### config.mk
export PLATFORM = sky130hd
export DESIGN_NAME = sfx_audio_arbiter
export DESIGN_NICKNAME = d
export VERILOG_FILES = /design/src/rtl/sfx_pkg.sv /design/src/rtl/sfx_tone_gen.sv /design/src/rtl/sfx_audio_arbiter.sv
export SDC_FILE = /design/constraint.sdc
export NUM_CORES = 1
export LEC_CHECK = 0
export BUFFER_PORTS_ARGS = -buffer_cell sky130_fd_sc_hd__buf_4
export CAP_MARGIN = 10
export CORE_MARGIN = 5
export CORE_UTILIZATION = 55
export CTS_CLUSTER_DIAMETER = 30
export DETAILED_ROUTE_END_ITERATION = 8
export GPL_ROUTABILITY_DRIVEN = 0
export GPL_TIMING_DRIVEN = 0
export HOLD_SLACK_MARGIN = 0.12
export PLACE_DENSITY_LB_ADDON = 0.25
export REMOVE_ABC_BUFFERS = 1
export SYNTH_ARGS = -nofsm -noshare
export SYNTH_HDL_FRONTEND = slang
export SYNTH_SLANG_ARGS = --single-unit
### constraint.sdc
create_clock -name clk -period 5.55 [get_ports clk]
set_input_delay 0 -clock clk [delete_from_list [all_inputs] [get_ports clk]]
set_output_delay 0 -clock clk [all_outputs]
set_load 0.02 [all_outputs]
### src/rtl/sfx_pkg.sv
// Shared encodings and per-effect beep sequence constants for the sound-effect arbiter.
package sfx_pkg;

    typedef enum logic [1:0] {
        SFX_NONE   = 2'd0,
        SFX_START  = 2'd1,
        SFX_FINISH = 2'd2,
        SFX_CRASH  = 2'd3
    } sfx_id_t;

    typedef enum logic [1:0] {
        ST_IDLE = 2'd0,
        ST_ON   = 2'd1,
        ST_OFF  = 2'd2
    } sfx_state_t;

    localparam int unsigned MS_W   = 9;
    localparam int unsigned BEEP_W = 3;

    localparam logic [MS_W-1:0]   START_ON_MS   = 9'd100;
    localparam logic [MS_W-1:0]   START_OFF_MS  = 9'd100;
    localparam logic [BEEP_W-1:0] START_BEEPS   = 3'd3;
    localparam logic [MS_W-1:0]   FINISH_ON_MS  = 9'd60;
    localparam logic [MS_W-1:0]   FINISH_OFF_MS = 9'd40;
    localparam logic [BEEP_W-1:0] FINISH_BEEPS  = 3'd4;
    localparam logic [MS_W-1:0]   CRASH_ON_MS   = 9'd500;
    localparam logic [MS_W-1:0]   CRASH_OFF_MS  = 9'd0;
    localparam logic [BEEP_W-1:0] CRASH_BEEPS   = 3'd1;

    function automatic logic [MS_W-1:0] on_ms_of(input sfx_id_t id);
        case (id)
            SFX_START:  return START_ON_MS;
            SFX_FINISH: return FINISH_ON_MS;
            SFX_CRASH:  return CRASH_ON_MS;
            default:    return '0;
        endcase
    endfunction

    function automatic logic [MS_W-1:0] off_ms_of(input sfx_id_t id);
        case (id)
            SFX_START:  return START_OFF_MS;
            SFX_FINISH: return FINISH_OFF_MS;
            SFX_CRASH:  return CRASH_OFF_MS;
            default:    return '0;
        endcase
    endfunction

    function automatic logic [BEEP_W-1:0] beeps_of(input sfx_id_t id);
        case (id)
            SFX_START:  return START_BEEPS;
            SFX_FINISH: return FINISH_BEEPS;
            SFX_CRASH:  return CRASH_BEEPS;
            default:    return '0;
        endcase
    endfunction

endpackage

### src/rtl/sfx_tone_gen.sv
// Square-wave tone generator: toggles every half_period clocks while running,
// restarts high with a cleared counter on restart.
module sfx_tone_gen #(
    parameter int unsigned CNT_W = 16
) (
    input  logic             clk,
    input  logic             reset,
    input  logic             restart,
    input  logic             run,
    input  logic [CNT_W:0]   half_period,
    output logic             tone
);

    logic [CNT_W-1:0] cnt_q;
    logic             cnt_last;

    assign cnt_last = (({1'b0, cnt_q} + (CNT_W+1)'(1)) == half_period);

    always_ff @(posedge clk) begin
        if (reset) begin
            cnt_q <= '0;
            tone  <= 1'b0;
        end else if (restart) begin
            cnt_q <= '0;
            tone  <= 1'b1;
        end else if (run) begin
            if (cnt_last) begin
                cnt_q <= '0;
                tone  <= ~tone;
            end else begin
                cnt_q <= cnt_q + CNT_W'(1);
            end
        end
    end

endmodule

### src/rtl/sfx_audio_arbiter.sv
// Shares the PWM audio pins between song passthrough and three edge-triggered
// beep sequences (CRASH > FINISH > START), with preemption by higher priority.
module sfx_audio_arbiter
    import sfx_pkg::*;
#(
    parameter int unsigned MS_TICKS  = 100000,
    parameter int unsigned HP_START  = 50000,
    parameter int unsigned HP_FINISH = 25000,
    parameter int unsigned HP_CRASH  = 250000
) (
    input  logic       clk,
    input  logic       reset,
    input  logic       pause,
    input  logic       start_en,
    input  logic       crash_en,
    input  logic       finish_en,
    input  logic       song_pwm,
    input  logic       song_aud_on,
    output logic       pwm,
    output logic       aud_on,
    output logic       sfx_busy,
    output logic [1:0] sfx_id
);

    localparam int unsigned HP_MAX_SF = (HP_START > HP_FINISH) ? HP_START : HP_FINISH;
    localparam int unsigned HP_MAX    = (HP_MAX_SF > HP_CRASH) ? HP_MAX_SF : HP_CRASH;
    localparam int unsigned PW        = (MS_TICKS > 1) ? $clog2(MS_TICKS) : 1;
    localparam int unsigned TW        = (HP_MAX > 1) ? $clog2(HP_MAX) : 1;
    localparam logic [PW-1:0] PRESC_LAST = PW'(MS_TICKS - 1);

    sfx_state_t        state_q, state_d;
    sfx_id_t           id_q, id_d, new_id;
    logic [PW-1:0]     presc_q;
    logic [MS_W-1:0]   ms_q, cur_dur;
    logic [BEEP_W-1:0] beep_q, beep_d;
    logic              start_q, crash_q, finish_q;
    logic              seq_start, enter_on, clr_cnt, phase_done, last_beep;
    logic              pass_q, pass_d, aud_q, aud_d;
    logic              tone, tone_run;
    logic [TW:0]       half_period;

    // State, counters, edge history and registered output sources.
    always_ff @(posedge clk) begin
        if (reset) begin
            state_q  <= ST_IDLE;
            id_q     <= SFX_NONE;
            presc_q  <= '0;
            ms_q     <= '0;
            beep_q   <= '0;
            start_q  <= 1'b0;
            crash_q  <= 1'b0;
            finish_q <= 1'b0;
            pass_q   <= 1'b0;
            aud_q    <= 1'b0;
        end else begin
            state_q  <= state_d;
            id_q     <= id_d;
            beep_q   <= beep_d;
            start_q  <= start_en;
            crash_q  <= crash_en;
            finish_q <= finish_en;
            pass_q   <= pass_d;
            aud_q    <= aud_d;
            if (clr_cnt) begin
                presc_q <= '0;
                ms_q    <= '0;
            end else if (state_q != ST_IDLE) begin
                if (presc_q == PRESC_LAST) begin
                    presc_q <= '0;
                    ms_q    <= ms_q + MS_W'(1);
                end else begin
                    presc_q <= presc_q + PW'(1);
                end
            end
        end
    end

    // Next-state: numeric sfx_id order doubles as priority order.
    always_comb begin
        if (crash_en & ~crash_q)
            new_id = SFX_CRASH;
        else if (finish_en & ~finish_q)
            new_id = SFX_FINISH;
        else if (start_en & ~start_q)
            new_id = SFX_START;
        else
            new_id = SFX_NONE;

        cur_dur    = (state_q == ST_OFF) ? off_ms_of(id_q) : on_ms_of(id_q);
        phase_done = (state_q != ST_IDLE) && (presc_q == PRESC_LAST) &&
                     (ms_q == cur_dur - MS_W'(1));
        last_beep  = ((beep_q + BEEP_W'(1)) == beeps_of(id_q));

        state_d   = state_q;
        id_d      = id_q;
        beep_d    = beep_q;
        seq_start = 1'b0;
        enter_on  = 1'b0;
        clr_cnt   = 1'b0;

        case (state_q)
            ST_IDLE: begin
                if (new_id != SFX_NONE)
                    seq_start = 1'b1;
            end
            ST_ON: begin
                if (new_id > id_q) begin
                    seq_start = 1'b1;
                end else if (phase_done) begin
                    clr_cnt = 1'b1;
                    if (last_beep) begin
                        if (new_id != SFX_NONE) begin
                            seq_start = 1'b1;
                        end else begin
                            state_d = ST_IDLE;
                            id_d    = SFX_NONE;
                            beep_d  = '0;
                        end
                    end else begin
                        state_d = ST_OFF;
                        beep_d  = beep_q + BEEP_W'(1);
                    end
                end
            end
            ST_OFF: begin
                if (new_id > id_q) begin
                    seq_start = 1'b1;
                end else if (phase_done) begin
                    state_d  = ST_ON;
                    enter_on = 1'b1;
                    clr_cnt  = 1'b1;
                end
            end
            default: begin
                state_d = ST_IDLE;
                id_d    = SFX_NONE;
                beep_d  = '0;
            end
        endcase

        if (seq_start) begin
            state_d  = ST_ON;
            id_d     = new_id;
            beep_d   = '0;
            enter_on = 1'b1;
            clr_cnt  = 1'b1;
        end
    end

    // Output sources for the next cycle.
    always_comb begin
        pass_d   = (state_d == ST_IDLE) ? (song_pwm & ~pause) : 1'b0;
        aud_d    = (state_d == ST_IDLE) ? (song_aud_on & ~pause) : 1'b1;
        tone_run = (state_d == ST_ON) && !enter_on;
        case (id_d)
            SFX_START:  half_period = (TW+1)'(HP_START);
            SFX_FINISH: half_period = (TW+1)'(HP_FINISH);
            SFX_CRASH:  half_period = (TW+1)'(HP_CRASH);
            default:    half_period = (TW+1)'(HP_MAX);
        endcase
    end

    sfx_tone_gen #(
        .CNT_W (TW)
    ) u_tone (
        .clk         (clk),
        .reset       (reset),
        .restart     (enter_on),
        .run         (tone_run),
        .half_period (half_period),
        .tone        (tone)
    );

    // Tone flop drives pwm only while ON; otherwise the passthrough/OFF flop does.
    assign pwm      = (state_q == ST_ON) ? tone : pass_q;
    assign aud_on   = aud_q;
    assign sfx_busy = (state_q != ST_IDLE);
    assign sfx_id   = id_q;

endmodule
==> flow_summary.ini <==
[outcome]
run_status = completed

[sta]
shortest_period_the_worst_path_allows_ns = 5.25
worst-slew-pin-transition_ns = 0.739
timing.final.crit_share = 0.947
maxSlewViolCount = 0
grt_setup_unrepaired = false
fin_skew_ns = 0.0113
final-hold-violation-count = 0
setup_failing_eps_final = 0
slew_headroom = 0.503
achievable-frequency_mhz = 190
post-route-worst-setup-slack_ns = 0.297

[clock_network]
clock_tree.buffer_depth = 2
tritoncts_num_sinks = 57
h_tree_levels = 3
clkLatencyLatePin_ns = 0.34
cts_inserted_buffers = 9
cts_root_buffer = sky130_fd_sc_hd__clkbuf_8
reg_clk_slew_reported_paths_ns = 0.07
cts_tree = done

[power_and_ir_drop]
power_frac_comb = 0.242
power.static_leakage_nw = 1.45
power_frac_clock = 0.323
power.share.switching = 0.322
power_report.internal_total_uw = 667
ir_worst_vdd_v = 0.000231
power_per_cell_area_nw_per_um2 = 233
total_switching_power_uw = 316
seq_power_share = 0.436

[route]
detailedRoute.firstPassIterationCount = 7
drt-initial-drc-count = 227
route.vias.total = 3406
vias_per_cell = 5.92
ant_nets = 0
post_drt_wl_per_cell_microns = 14.3
post-route-drc-count = 0
routed_wirelength_microns = 8200

[synthesis]
post_synth.cell_area_avg_sq_um = 7.99
synth_edf_count = 0
synth-seq-cells = 57
synth_simple_gate_area_frac = 0.323
post_synth_xor_area_fraction = 0.102
ys_dominant_reg_cell = sky130_fd_sc_hd__dfxtp_1
synth-adder-area-share = 0.0701
cell_area_after_synthesis_sq_um = 3750
post_synthesis_cell_count = 469
synthDistinctLibCells = 64
main_combinational_cell_family_by_area_after_synthesis = simple AND/OR/NAND/NOR gates
yosys_warnings = 0
synth-seq-area-share = 0.305
synth_async_sr_flop_share = 0
synth_compound_area_frac = 0.145
yosys-mux-area-fraction = 0.0164

[setup_path]
end_kind = flop
rr_worst_depth = 25
worstPathRequired_ns = 5.76
worstPathArrival_ns = 5.46
cp_max_fo = 11
crit_path_start_kind = flop
path_class = reg2reg

[die]
floorplan.die_area_sq_um = 8560
pin_count = 13
die_h_microns = 92.5
initial_utilization = 0.558
num_rows = 30
die_w_microns = 92.5
core_sq_um = 6720

[final_layout]
post-route-util = 0.628
layout-drive-gt1-share = 0.117
num_antenna_cells = 0
final_nets = 521
synthesis_to_finish_area_growth_pct = 12.6
final.fill_count = 611

[worst_hold_path]
class_of_the_tightest_hold_or_removal_check = in2reg
hold_path_depth = 3

[job]
cap_viol_max_count = 0

[global_route]
gr-total-overflow = 0
global_route_wire_length_before_repair_microns = 13900
first_global_vias = 3103
grt_start_max_net_pins = 19
global_route.usage.met2 = 0.324
gr-max-usage-layer = met2
overall_fraction_of_global_route_tracks_in_use = 0.199
grtUsageMet3 = 0.0325
grt_antenna_before_repair = 0
gr-usage-met1 = 0.261

[placement]
post-dp-hpwl_microns = 5690
post-place-ws_ns = -1.02
port_buffers = 12
[power groups by stage]
stage | clock, mW | sequential [mW] | combinational [mW]
3_5_place_dp | 0 | 0.436 | 0.219
6_report | 0.318 | 0.428 | 0.238
4_1_cts | 0.323 | 0.428 | 0.229
2_1_floorplan | 0 | 0.437 | 0.161
3_3_place_gp | 0 | 0.436 | 0.213
5_1_grt | 0.346 | 0.430 | 0.262
[per-layer routing]
layer / share of wire / vias to the layer above
li1: - / 1706
met1: 0.46 / 1590
met2: 0.46 / 94
met3: 0.051 / 16
met4: 0.022 / 0
met5: 0 / -
[logic make-up (layout without fill, tap and decap cells)]
group           count (synthesis)  after routing
simple gates                  223            223
compound gates                 85             85
flops                          57             57
xor+xnor                       42             42
buf+inv                        35             61
fa+ha+maj                      21             21
mux                             6              6
[cell usage after synthesis, types with 7 or more instances]
| cell | count | area share |
|---|---|---|
| sky130_fd_sc_hd__o21ai_0 | 12 | 0.016 |
| sky130_fd_sc_hd__xnor2_1 | 24 | 0.056 |
| sky130_fd_sc_hd__inv_1 | 18 | 0.018 |
| sky130_fd_sc_hd__o21ai_1 | 11 | 0.015 |
| sky130_fd_sc_hd__nor2_1 | 77 | 0.077 |
| sky130_fd_sc_hd__nand4_1 | 10 | 0.017 |
| sky130_fd_sc_hd__nand2_1 | 21 | 0.021 |
| sky130_fd_sc_hd__clkbuf_1 | 9 | 0.0090 |
| sky130_fd_sc_hd__and3_1 | 8 | 0.013 |
| sky130_fd_sc_hd__a21oi_1 | 28 | 0.037 |
| sky130_fd_sc_hd__ha_1 | 21 | 0.070 |
| sky130_fd_sc_hd__nand3b_1 | 8 | 0.016 |
| sky130_fd_sc_hd__nor3_1 | 12 | 0.016 |
| sky130_fd_sc_hd__xor2_1 | 17 | 0.040 |
| sky130_fd_sc_hd__nor2b_1 | 19 | 0.032 |
| sky130_fd_sc_hd__dfxtp_1 | 57 | 0.30 |
| sky130_fd_sc_hd__buf_2 | 7 | 0.0094 |
| sky130_fd_sc_hd__nand3_1 | 20 | 0.027 |
[flip-flops by register name (all words and copies together) (netlist names)]
signal        count
ms_q              9
u_tone.cnt_q     18
state_q           2
sfx_id            2
start_q           1
presc_q          17
beep_q            3
pass_q            1
finish_q          1
u_tone.tone       1
crash_q           1
aud_on            1
[cell type report]
class	count	area, sq um	area share
clock buffers	10	128	0.0303
inverters	18	67.6	0.0160
well taps	80	100	0.0237
clock inverters	4	22.5	0.00534
repair buffers	29	243	0.0576
flip-flops and latches	57	1140	0.271
multi-input cells	377	2510	0.596
[repair_timing]
action,4_1_cts,5_1_grt
endpoints found under the hold margin,10,0
setup endpoints to repair,18,18
hold buffers,10,0
resized for setup,4,10
setup buffers,6,1
pin swaps,4,2
[metrics by stage]
step | hold WS (ns) | setup TNS (ns) | cells | power (mW) | area [sq um]
floorplan | 0.0694 | 0 | 452 | 0.599 | 3670
global placement | 0.171 | -13.92 | 544 | 0.649 | 3860
detailed placement | 0.181 | -14.70 | 544 | 0.655 | 3860
CTS | 0.464 | 0 | 574 | 0.980 | 4170
global route | 0.471 | 0 | 575 | 1.04 | 4220
finish | 0.471 | 0 | 575 | 0.984 | 4220
[cells in the final DEF (no fill, tap or decap), types with 17 or more instances in the layout]
master                    instances
sky130_fd_sc_hd__buf_4           19
sky130_fd_sc_hd__xnor2_1         24
sky130_fd_sc_hd__nor2b_1         19
sky130_fd_sc_hd__ha_1            17
sky130_fd_sc_hd__a21oi_1         26
sky130_fd_sc_hd__nand3_1         20
sky130_fd_sc_hd__nand2_1         21
sky130_fd_sc_hd__nor2_1          77
sky130_fd_sc_hd__dfxtp_1         56
sky130_fd_sc_hd__inv_1           18
sky130_fd_sc_hd__xor2_1          17
[worst paths after layout]
path	start	to	slack (ns)
setup reg to reg	state_q[0]	u_tone.tone	0.30
hold / removal	song_pwm	pass_q	0.47
setup / recovery	state_q[0]	u_tone.tone	0.30
hold reg to reg	beep_q[1]	beep_q[1]	0.48
[worst max-delay path, cell delays in order, from the launching register on]
cell and delay [ns]:
sky130_fd_sc_hd__dfxtp_2 0.39, sky130_fd_sc_hd__inv_1 0.08, sky130_fd_sc_hd__ha_2 0.26, sky130_fd_sc_hd__and2_1 0.19, sky130_fd_sc_hd__or2_2 0.29, sky130_fd_sc_hd__ha_1 0.31, sky130_fd_sc_hd__xnor2_1 0.14, sky130_fd_sc_hd__a211oi_2 0.24
sky130_fd_sc_hd__o21ai_0 0.14, sky130_fd_sc_hd__nor4b_2 0.24, sky130_fd_sc_hd__buf_4 0.18, sky130_fd_sc_hd__a311oi_1 0.13, sky130_fd_sc_hd__a21boi_2 0.20, sky130_fd_sc_hd__a21oi_2 0.24, sky130_fd_sc_hd__inv_1 0.10, sky130_fd_sc_hd__ha_2 0.25
sky130_fd_sc_hd__or3_1 0.32, sky130_fd_sc_hd__a31oi_1 0.16, sky130_fd_sc_hd__o21ai_0 0.10, sky130_fd_sc_hd__o31ai_1 0.09, sky130_fd_sc_hd__nand4_1 0.19, sky130_fd_sc_hd__a2111oi_4 0.27, sky130_fd_sc_hd__buf_4 0.19, sky130_fd_sc_hd__nand4bb_1 0.12
sky130_fd_sc_hd__xor2_1 0.20, sky130_fd_sc_hd__a31oi_1 0.11
No activity file was read; power rests on OpenSTA's default activity.
